`config.mk`:
```
export PLATFORM = sky130hd
export DESIGN_NAME = scope_capture_ctrl
export DESIGN_NICKNAME = d
export VERILOG_FILES = /design/src/rtl/scope_pkg.sv /design/src/rtl/scope_trig_detect.sv /design/src/rtl/scope_capture_ctrl.sv
export SDC_FILE = /design/constraint.sdc
export NUM_CORES = 1
export LEC_CHECK = 0
export ABC_AREA = 1
export CORE_MARGIN = 2
export CORE_UTILIZATION = 45
export DETAILED_ROUTE_END_ITERATION = 16
export GPL_ROUTABILITY_DRIVEN = 0
export PLACE_DENSITY = 0.68
export SYNTH_ARGS = -nofsm -noshare
export SYNTH_HDL_FRONTEND = slang
export SYNTH_SLANG_ARGS = --single-unit
```
`constraint.sdc`:
```
create_clock -name clk -period 2.2 [get_ports clk]
set_clock_uncertainty 0.15 [all_clocks]
set_input_delay 0.44 -clock clk [delete_from_list [all_inputs] [get_ports clk]]
set_output_delay 0.44 -clock clk [all_outputs]
set_load 0.005 [all_outputs]
```
`src/rtl/scope_pkg.sv`:
```
// Shared types and constants for the scope acquisition sequencer.
// State encoding is fixed because the state value is exported on a port.
package scope_pkg;

  localparam int DW_DEFAULT = 8;

  localparam logic [2:0] ST_IDLE    = 3'd0;
  localparam logic [2:0] ST_ARMED   = 3'd1;
  localparam logic [2:0] ST_CAPTURE = 3'd2;
  localparam logic [2:0] ST_DRAIN   = 3'd3;
  localparam logic [2:0] ST_HOLDOFF = 3'd4;

  typedef enum logic [2:0] {
    S_IDLE    = ST_IDLE,
    S_ARMED   = ST_ARMED,
    S_CAPTURE = ST_CAPTURE,
    S_DRAIN   = ST_DRAIN,
    S_HOLDOFF = ST_HOLDOFF
  } state_t;

endpackage

```
`src/rtl/scope_trig_detect.sv`:
```
// Level-crossing detector on the decimated sample stream: keeps the last
// accepted sample and flags a rising or falling crossing of the threshold.
module scope_trig_detect
  import scope_pkg::*;
#(
  parameter int DW = DW_DEFAULT
) (
  input  logic          clk,
  input  logic          rst,
  input  logic          clear,
  input  logic          accept,
  input  logic          slope,
  input  logic [DW-1:0] level,
  input  logic [DW-1:0] sample,
  output logic          hit
);

  logic [DW-1:0] prev;
  logic          prev_valid;
  logic          rise;
  logic          fall;

  assign rise = (prev < level) && (sample >= level);
  assign fall = (prev >= level) && (sample < level);
  assign hit  = accept && prev_valid && (slope ? fall : rise);

  // clear wins over a same-cycle accept so a fresh arm never compares
  // against a sample taken before the arm point
  always_ff @(posedge clk or posedge rst) begin
    if (rst) begin
      prev       <= '0;
      prev_valid <= 1'b0;
    end else begin
      if (accept)
        prev <= sample;
      if (clear)
        prev_valid <= 1'b0;
      else if (accept)
        prev_valid <= 1'b1;
    end
  end

endmodule

```
`src/rtl/scope_capture_ctrl.sv`:
```
// Write-side acquisition sequencer for the scope sample FIFO.
// Optional forced trigger after a timeout in ARMED: define SCOPE_AUTO_TRIG_EN.
module scope_capture_ctrl
  import scope_pkg::*;
#(
  parameter int DW           = DW_DEFAULT,
  parameter int DEPTH        = 512,
  parameter int HOLDOFF      = 1024,
  parameter int AUTO_TIMEOUT = 65535
) (
  input  logic          clk,
  input  logic          rst,
  input  logic          arm,
  input  logic          stop,
  input  logic          mode,
  input  logic          slope,
  input  logic [DW-1:0] trig_level,
  input  logic [3:0]    decim,
  input  logic          s_valid,
  input  logic [DW-1:0] s_data,
  input  logic          fifo_wrfull,
  input  logic          fifo_wrempty,
  output logic          fifo_wrreq,
  output logic [DW-1:0] fifo_data,
  output logic [2:0]    state,
  output logic          triggered,
  output logic          overflow,
  output logic          auto_fired
);

  localparam int WCW = $clog2(DEPTH + 1);
  localparam int HCW = $clog2(HOLDOFF + 1);

  state_t         cur_state, nxt_state;
  logic [WCW-1:0] wcnt, wcnt_n;
  logic [HCW-1:0] hcnt, hcnt_n;
  logic [3:0]     dcnt, dcnt_n;
  logic           wrreq_n, trig_n, ovf_n;
  logic [DW-1:0]  data_n;
  logic           accept, hit, force_trig, take_trig, enter_armed;

  assign accept    = s_valid && (dcnt == 4'd0);
  assign take_trig = (cur_state == S_ARMED) && accept && (hit || force_trig) && !stop;
  assign state     = cur_state;

  scope_trig_detect #(.DW(DW)) u_trig (
    .clk    (clk),
    .rst    (rst),
    .clear  (enter_armed),
    .accept (accept),
    .slope  (slope),
    .level  (trig_level),
    .sample (s_data),
    .hit    (hit)
  );

  // Next-state and next-output logic; stop overrides everything at the end
  always_comb begin
    nxt_state   = cur_state;
    wcnt_n      = wcnt;
    hcnt_n      = hcnt;
    dcnt_n      = dcnt;
    wrreq_n     = 1'b0;
    data_n      = fifo_data;
    trig_n      = 1'b0;
    ovf_n       = overflow;
    enter_armed = 1'b0;

    if (accept)
      dcnt_n = decim;
    else if (s_valid)
      dcnt_n = dcnt - 4'd1;

    case (cur_state)
      S_IDLE: begin
        if (arm) begin
          nxt_state   = S_ARMED;
          ovf_n       = 1'b0;
          dcnt_n      = decim;
          enter_armed = 1'b1;
        end
      end
      S_ARMED: begin
        if (take_trig) begin
          trig_n = 1'b1;
          if (fifo_wrfull) begin
            ovf_n     = 1'b1;
            nxt_state = S_DRAIN;
          end else begin
            wrreq_n   = 1'b1;
            data_n    = s_data;
            wcnt_n    = WCW'(1);
            nxt_state = (DEPTH == 1) ? S_DRAIN : S_CAPTURE;
          end
        end
      end
      S_CAPTURE: begin
        if (accept) begin
          if (fifo_wrfull) begin
            ovf_n     = 1'b1;
            nxt_state = S_DRAIN;
          end else begin
            wrreq_n = 1'b1;
            data_n  = s_data;
            wcnt_n  = wcnt + WCW'(1);
            if (wcnt == WCW'(DEPTH - 1))
              nxt_state = S_DRAIN;
          end
        end
      end
      S_DRAIN: begin
        if (fifo_wrempty) begin
          wcnt_n    = '0;
          hcnt_n    = '0;
          nxt_state = mode ? S_HOLDOFF : S_IDLE;
        end
      end
      S_HOLDOFF: begin
        if (hcnt == HCW'(HOLDOFF - 1)) begin
          hcnt_n      = '0;
          nxt_state   = S_ARMED;
          enter_armed = 1'b1;
        end else begin
          hcnt_n = hcnt + HCW'(1);
        end
      end
      default: nxt_state = S_IDLE;
    endcase

    if (stop) begin
      nxt_state   = S_IDLE;
      wcnt_n      = '0;
      hcnt_n      = '0;
      dcnt_n      = '0;
      wrreq_n     = 1'b0;
      data_n      = fifo_data;
      trig_n      = 1'b0;
      ovf_n       = overflow;
      enter_armed = 1'b0;
    end
  end

  always_ff @(posedge clk or posedge rst) begin
    if (rst) begin
      cur_state  <= S_IDLE;
      wcnt       <= '0;
      hcnt       <= '0;
      dcnt       <= '0;
      fifo_wrreq <= 1'b0;
      fifo_data  <= '0;
      triggered  <= 1'b0;
      overflow   <= 1'b0;
    end else begin
      cur_state  <= nxt_state;
      wcnt       <= wcnt_n;
      hcnt       <= hcnt_n;
      dcnt       <= dcnt_n;
      fifo_wrreq <= wrreq_n;
      fifo_data  <= data_n;
      triggered  <= trig_n;
      overflow   <= ovf_n;
    end
  end

`ifdef SCOPE_AUTO_TRIG_EN
  localparam int ACW = $clog2(AUTO_TIMEOUT + 1);

  logic [ACW-1:0] acnt;
  logic           auto_q;

  assign force_trig = (cur_state == S_ARMED) && (acnt == ACW'(AUTO_TIMEOUT));
  assign auto_fired = auto_q;

  // Timeout saturates so a forced trigger stays pending until a sample arrives;
  // auto_fired records whether the most recent trigger was the forced one
  always_ff @(posedge clk or posedge rst) begin
    if (rst) begin
      acnt   <= '0;
      auto_q <= 1'b0;
    end else begin
      if (stop || enter_armed || cur_state != S_ARMED)
        acnt <= '0;
      else if (acnt != ACW'(AUTO_TIMEOUT))
        acnt <= acnt + ACW'(1);
      if (!stop && cur_state == S_IDLE && arm)
        auto_q <= 1'b0;
      else if (take_trig)
        auto_q <= !hit;
    end
  end
`else
  assign force_trig = (AUTO_TIMEOUT < 0);
  assign auto_fired = 1'b0;
`endif

endmodule

```
---- After elaboration in Yosys (flattened, before gate mapping) ----
Index checks and enable logic that the tools add are counted.
storage, ports and cells
  logic and storage cells ................. 107
  output and inout port bits .............. 15
  input bits .............................. 29
  register bits ........................... 48
cells by class
  add/sub/neg operators ................... 3
  bitwise gates (word level) .............. 1
  reductions and logical operators ........ 21
  eq/ne operators ......................... 17
  magnitude comparators ................... 4
  muxes and demuxes ....................... 51
operator list
  kind                     number
  $mux W10                 6
  $mux W11                 3
  $pmux W10 S3             1
  $mux W3                  9
  $mux W8                  3
  $pmux W11 S2             1
  $ne A3 B3 Y1 const B     7
  $mux W4                  5
  $mux W1                  18
  $ge A8 B8 Y1             2
  $lt A8 B8 Y1             2
  $pmux W8 S2              1
  $pmux W3 S5              1
  $reduce_and A6 Y1        2
  $add A11 B1 Y11 const B  1
  $eq A11 B10 Y1 const B   1
  $add A10 B1 Y10 const B  1
  $eq A10 B9 Y1 const B    1
  $logic_and A1 B1 Y1      8
  $eq A3 B2 Y1 const B     2
  $ne A2 B2 Y1 const B     3
  $reduce_bool A3 Y1       2
  $reduce_and A5 Y1        1
  $logic_not A4 Y1         1
  other kinds (13)         15

---- Depth between registers and ports, before layout ----
Gate-level depths: netlist of the first run.
  depth after elaboration ................. 9
  mapped depth ............................ 17
  gate-level depth less buffers ........... 16

---- By module ----
From an unflattened synthesis of the first run, not the netlist that was laid out.
second synthesis, totals
  cell total of the unflattened synthesis .. 448
  area, all modules ....................... 3185.6 µm²
modules (own cells, without submodules)
  module              times used  area each (µm²)  sequential area each (µm²)  cells each
  scope_capture_ctrl  1           2347.3           975.9                       331
  scope_trig_detect   1           838.3            225.2                       117

---- Worst setup path before layout of the first run ----
No wires, ideal clock.
  kind .................................... input -> register
  from .................................... input trig_level[7]
  to ...................................... register overflow
  path buffers ............................ 1
  data arrival time ....................... 1.766 ns
  path slack .............................. 0.167 ns
  setup time .............................. 0.117 ns
  cell stages on the path ................. 13
  data required time ...................... 1.933 ns
  cell sequence ........................... inv_1 ha_1 a21o_1 nor2_1 and2_1 nand2_1 nand2_1 nand4_1 nand2_1 buf_4 nand2_1 nand2_1 nand2_1
between the ends
  word-level cells in the longest chain between the ends .. 8
  elaborated cells on any way between the ends .. 12
  those cells by class .................... 4 x order compare; 1 x eq/ne; 1 x mux; 6 x reduce/logical
ends and longest elaborated chain
  element                                        line                                              text
  start, declared                                scope_capture_ctrl.sv:17                          input logic [DW-1:0] trig_level,
  $lt A8 B8 Y1, or another cell as far along     scope_trig_detect.sv:23                           assign rise = (prev < level) && (sample >= level);
  $logic_and A1 B1 Y1, on equally long branches  scope_trig_detect.sv:23, scope_trig_detect.sv:24
  $mux W1 (*)                                    scope_trig_detect.sv:25                           assign hit = accept && prev_valid && (slope ? fall : rise);
  $logic_and A1 B1 Y1 (*)                        scope_trig_detect.sv:25
  $logic_and A1 B1 Y1 (*) (2 in series)          scope_capture_ctrl.sv:43                          assign take_trig = (cur_state == S_ARMED) && accept && (hit || force_trig) && !stop;
  $ne A2 B2 Y1 (no source line) (*)              --
  $reduce_and A5 Y1 (no source line) (*)         --
  end signal, assigned                           scope_capture_ctrl.sv:161                         overflow <= ovf_n;
  end, declared                                  scope_capture_ctrl.sv:27                          output logic overflow,
Mark *: on every way between the ends. The rest lies on a longest branch, timed or not.
A chain may end at the register's enable or synchronous reset.

---- Worst setup path in the final report of the first run ----
  from .................................... register wcnt[1]
  to ...................................... register cur_state[1], in the netlist state[1]
between the ends
  word-level cells in the longest chain between the ends .. 3
ends and longest elaborated chain
  element                             line                       text
  start, declared                     scope_capture_ctrl.sv:35   logic [WCW-1:0] wcnt, wcnt_n;
  start signal, assigned              scope_capture_ctrl.sv:155  wcnt <= wcnt_n;
  $eq A10 B9 Y1                       scope_capture_ctrl.sv:106  if (wcnt == WCW'(DEPTH - 1))
  $ne A4 B4 Y1 (no source line)       --
  $reduce_and A6 Y1 (no source line)  --
  end signal, assigned                scope_capture_ctrl.sv:154  cur_state <= nxt_state;
  end, declared                       scope_capture_ctrl.sv:34   state_t cur_state, nxt_state;
No other way between the ends.

==> run summary, run 1 <==
status: complete, no violations
Worst IR Drop VDD: 0.000450 V
power per cell area: 894 nW/um2
Hold Buf Count CTS: 0
Flop pwr share: 34.6%
Pleak: 1.99 nW
Crit Path Class: flop to flop
Mapped Area: 3080 um2
Port-buffer cells: 42
main combinational cell family by area after synthesis: simple AND/OR/NAND/NOR gates
Worst EP arrival: 2080 ps
DRT Wirelength: 7370 um
post-synthesis xor/xnor area fraction: 0.854%
total track usage: 20.9%
Post-synth EDFFs: 0
Synth area leaders: dfrtp_1, nand2_1, ha_1
height of the chip: 86.7 um
largest area contributor in the netlist: dfrtp_1
post-synthesis sequential area ratio: 39.0%
RSZ-0062 raised after global routing: false
Top FF cell, synth: dfrtp_1
worst setup margin: 169 ps
number of synthesis warnings: 0
Critical Path RT: 2250 ps
Buf/Inv on CP: 0
total grt overflow: 0
placed cell area: 3760 um2
Compound-Gate Fraction of Synth Area: 8.29%
met1 usage: 26.3%
design area: 4140 um2
multiplexer share of the synthesized area: 2.56%
TritonCTS clock tree: done
Syn Nets: 439
initial antenna violation count: 0
fraction of the mapped netlist area in simple logic gates: 32.6%
FILL cells: 588
CTS Buf Count: 5
Synth async-reset ratio: 100%
most frequent cell after synthesis: nand2_1
Final Hold Violating Endpoints: 0
Cells after Synth: 390
CTS Sinks: 48
hold crit path type: flop to flop
maximum clock frequency: 492 MHz
Int Pwr: 2.25 mW
Final period util: 92.3%
# H-tree levels: 2
Rows: 30
area share of the largest cell type after synthesis: 39.0%
Critical Path Max Stage Delay: 390 ps
Synth Area in Adders: 8.13%
Die ar.: 7520 um2
Core Region: 6720 um2
unique cell type count in the Yosys netlist: 41
Min Clock Period, post-route: 2030 ps
clock-pin slew on the worst setup and hold paths: 90 ps
Top delay family on crit path: simple AND/OR/NAND/NOR gates
largest net degree at the start of global routing: 49
crit path capture type: flop
Post-DP HPWL: 5220 um
synth-to-layout area growth: 34.4%
# diodes: 0
flop and latch count out of synthesis: 48
via count: 2864
CP most frequent cell: nand2_1
Clock power frac: 15.2%
CP cell instances: ha_1 > nand2_1 > nor2_2 > nand2_1 > nor2_2 > nand2_1 > nor2_1 > nand2_1 > a21oi_2 > nand3_1 > nand2_1 > nand2_1
vias per cell: 5.24
# DRC: 0
layout net count: 515
first-pass GRT wire length: 12400 um
CTS Buffer Depth: 2
met3 usage: 3.43%
dpl ws: -567 ps
Mapped Avg Cell Area: 7.89 um2
CP max stage cell: dfrtp_1
share of cells above drive strength 1: 24.8%
clock latency on the worst-skew pair: 300 ps
antenna-violating nets left: 0
drt first pass iters: 5
initial core utilization: 45.8%
switch share: 39.1%
synth cell count leaders: nand2_1, dfrtp_1, inv_1, nor2_1, nand3_1
Ports: 44
Critical Path Source Type: flop
vias in the first global route: 2708
Final setup violation count: 0
post-DR wirelength/cell: 13.5 um
M2 GR Usage: 37.4%
Most Used Layer, Global Route: met2
Worst Path Max Fanout: 4
share of total power in combinational logic: 50.2%
Final Max Tran Viols: 0
Overall Power: 3.70 mW
drt initial violations: 116
Die W: 86.7 um
CTS root buf: clkbuf_8
max_cap viols: 0
Psw: 1.44 mW
layout make-up:
class                   count  area, um2  share of cell area, %
flip-flops and latches     48       1200                   29.0
clock buffers               7       86.3                   2.09
clock inverters             1       7.51                  0.181
inverters                  52        195                   4.72
well taps                  80        100                   2.42
repair buffers             76        694                   16.8
multi-input cells         283       1850                   44.8
power groups by stage:
| stage | Sequential (mW) | Clock [mW] | Combinational, mW |
|---|---|---|---|
| after floorplan | 1.24 | 0 | 0.981 |
| after global placement | 1.26 | 0 | 1.50 |
| after detailed placement | 1.27 | 0 | 1.54 |
| after CTS | 1.28 | 0.580 | 1.79 |
| after global routing | 1.31 | 0.613 | 2.08 |
| final | 1.28 | 0.562 | 1.86 |
cells by family after synthesis:
| group | after synthesis |
|---|---|
| AND/OR/NAND/NOR | 205 |
| buffers and inverters | 61 |
| flip-flops | 48 |
| AO/OA/AOI/OAI | 45 |
| adder cells (fa/ha/maj) | 20 |
| multiplexers | 7 |
| XOR/XNOR | 3 |
| other | 1 |
layout by cell type, fill, tap and decap left out, types with 3 or more instances in the layout:
master and count:
nor2_2 11, nand4_1 19, ha_1 9, dfrtp_1 48, o21ai_1 3, a31oi_1 3, mux2_2 7, dlygate4sd2_1 14
nand2_4 5, nor2_4 3, nand2_1 96, a21oi_2 4, inv_2 13, clkdlybuf4s50_1 26, nand3_2 3, nor2_1 22
inv_1 39, nand2_2 8, a21oi_1 16, o21ai_0 11, nand3_4 3, buf_4 28, nand3_1 23, buf_6 5
clkbuf_8 6, nor3_1 5, ha_4 11
layer usage:
metal  vias up  routed length [um]
met4         0                  64
li1       1436                   -
met1      1364                3310
met2        57                3760
met5         -                   0
met3         7                 238
path summary, 6_finish.rpt:
check / from / end / slack (ps) / cells after the start
worst max-delay path: wcnt[1] / state[1] / 170 / 12
worst min-delay path: fifo_data[4] / fifo_data[4] / 330 / 2
worst max register to register: wcnt[1] / state[1] / 170 / 12
worst min register to register: fifo_data[4] / fifo_data[4] / 330 / 2
max in group asynchronous: rst / fifo_data[0] / 1330 / 3
min in group asynchronous: rst / u_trig.prev[0] / 340 / 3
through the flow:
step | hold slack [ps] | TNS (ps) | utilization [%] | std cells
5_1_grt | 357 | 0 | 61.6 | 547
3_3_place_gp | 304 | -9780 | 56.0 | 532
2_1_floorplan | 290 | 0 | - | 390
3_5_place_dp | 308 | -11870 | 56.0 | 532
6_report | 328 | 0 | 61.6 | 547
4_1_cts | 330 | 0 | 61.3 | 546
worst min-delay path, stage by stage (launching register included):
cell     delay [ps]
dfrtp_1         350
nand2_1          50
nand2_1          50
state kept, by name, summed over array words and instances, names as in the netlist:
register,count
dcnt,4
fifo_data,8
fifo_wrreq,1
hcnt,11
overflow,1
state,3
triggered,1
u_trig.prev,8
u_trig.prev_valid,1
wcnt,10
timing repair:
| action | CTS | global route |
|---|---|---|
| gates cloned | 2 | 0 |
| setup buffers | 4 | 1 |
| gates resized for setup | 56 | 4 |
| endpoints found under the setup margin | 23 | 23 |
| pin swaps | 28 | 5 |
Power figures use the tool's default switching activity.
==> run 2: changes to the inputs <==
--- a/config.mk
+++ b/config.mk
@@ -10,7 +10,7 @@
 export CORE_UTILIZATION = 45
 export DETAILED_ROUTE_END_ITERATION = 16
 export GPL_ROUTABILITY_DRIVEN = 0
-export PLACE_DENSITY = 0.68
+export PLACE_DENSITY = 0.76
 export SYNTH_ARGS = -nofsm -noshare
 export SYNTH_HDL_FRONTEND = slang
 export SYNTH_SLANG_ARGS = --single-unit
==> run 2 against run 1 <==
Against the previous run:
- largest power group unchanged
- clock-buffer cell count down 1
- register-to-register slack worse by 80 ps
- highest routed layer unchanged
- hold slack worse by 9.0 ps
- final area down 0.76%
- core utilization shrank 0.47 points
- first-iteration DRC count grew 28%
- critical path depth unchanged
- combinational power fell by 3%
- die area stayed put
- non-clock buffer count unchanged
- clock power is 11% lower
- power down 3.0%
==> run summary, run 2 (synthesized netlist as in run 1, its figures left out) <==
Ports: 44
Post-DP HPWL: 5150 um
CP cell instances: ha_4 > a21oi_1 > o21bai_1 > inv_1 > nand3_1 > nand2_1 > nand2_2 > nand4_1 > nand2_4 > buf_6 > nand3_1 > nand2_1
Clock power frac: 13.9%
Most Used Layer, Global Route: met2
CTS Buf Count: 5
Int Pwr: 2.16 mW
design area: 4110 um2
Final period util: 96.0%
Critical Path RT: 2280 ps
status: complete, no violations
power per cell area: 874 nW/um2
# H-tree levels: 2
switch share: 39.7%
max_cap viols: 0
setup tns final: 0 ps
met3 usage: 3.52%
most common cell after layout, fill and taps aside: nand2_1
Port-buffer cells: 42
TritonCTS clock tree: done
CTS root buf: clkbuf_8
height of the chip: 86.7 um
Flop pwr share: 35.9%
maximum clock frequency: 473 MHz
Worst Path Max Fanout: 6
total grt overflow: 0
crit path capture type: flop
layout net count: 515
Worst IR Drop VDD: 0.000454 V
Psw: 1.42 mW
largest net degree at the start of global routing: 49
Final setup violation count: 0
Worst EP arrival: 2200 ps
Crit Path Class: flop to flop
Top reg by flops: hcnt
Rows: 30
CP max stage cell: dfrtp_1
hold crit path type: flop to flop
share of cells above drive strength 1: 23.8%
post-DR wirelength/cell: 13.3 um
Hold Buf Count CTS: 0
total track usage: 20.7%
placed cell area: 3790 um2
Core Region: 6720 um2
drt first pass iters: 4
antenna-violating nets left: 0
Top delay family on crit path: simple AND/OR/NAND/NOR gates
WP depth: 12
CTS Buffer Depth: 2
CTS Sinks: 48
biggest regs: hcnt (11), wcnt (10)
synth-to-layout area growth: 33.4%
Min-Delay Path Depth: 1
Buf/Inv on CP: 2
initial core utilization: 45.8%
Critical Path Source Type: flop
vias in the first global route: 2767
initial antenna violation count: 0
Die W: 86.7 um
commonest non-fill, non-tap cells in the layout: nand2_1, dfrtp_1, inv_1
cell depth of the worst flop-to-flop path: 12
drt initial violations: 148
Pleak: 1.98 nW
met1 usage: 27.1%
vias per cell: 5.17
max reg flops: 11
DRT Wirelength: 7250 um
Die ar.: 7520 um2
Final Max Tran Viols: 0
share of total power in combinational logic: 50.2%
via count: 2822
Hold Worst Slack: 318 ps
# DRC: 0
Overall Power: 3.59 mW
Min Clock Period, post-route: 2110 ps
Final Hold Violating Endpoints: 0
clock-pin slew on the worst setup and hold paths: 80 ps
M2 GR Usage: 35.4%
# diodes: 0
Critical Path Max Stage Delay: 430 ps
first-pass GRT wire length: 12500 um
clock latency on the worst-skew pair: 300 ps
-- run 2: layer usage --
metal | vias to the layer above | share of wire (%)
li1 | 1442 | -
met1 | 1308 | 45
met2 | 61 | 50
met3 | 11 | 3.3
met4 | 0 | 1.5
met5 | - | 0
-- run 2: final timing paths --
kind	to	start	slack, ps
max	fifo_data[2]	u_trig.prev[5]	90
min	hcnt[4]	hcnt[4]	320
max reg2reg	fifo_data[2]	u_trig.prev[5]	90
min reg2reg	hcnt[4]	hcnt[4]	320
max in group asynchronous	hcnt[8]	rst	1330
min in group asynchronous	dcnt[3]	rst	330
-- run 2: area by class of cell --
| type | instances | area (um2) |
|---|---|---|
| clock inverter | 1 | 5.00 |
| sequential | 48 | 1200 |
| inverter | 52 | 195 |
| clock buffer | 6 | 72.6 |
| tap | 80 | 100 |
| multi-input combinational | 283 | 1840 |
| timing repair buffer | 76 | 694 |
| fill | 563 | 2610 |
-- run 2: power by group through the flow --
stage / combinational (mW) / sequential (mW) / clock [mW]
after CTS: 1.74 / 1.29 / 0.513
after global routing: 2.01 / 1.31 / 0.555
after global placement: 1.51 / 1.26 / 0
after floorplan: 0.981 / 1.24 / 0
after detailed placement: 1.55 / 1.27 / 0
final: 1.80 / 1.29 / 0.499
-- run 2: metrics by stage --
stage / std cells / setup slack, ps / util (%)
after CTS: 544 / 20.5 / 60.4
final: 546 / 87.0 / 61.1
after global routing: 546 / -28.9 / 61.1
after global placement: 535 / -436 / 56.4
after floorplan: 390 / 167 / -
after detailed placement: 535 / -499 / 56.4
-- run 2: what timing repair did --
item	in CTS	in global routing
endpoints found under the setup margin	23	22
cloned	2	0
buffers inserted	0	2
pin swaps	28	7
resized for setup	48	9
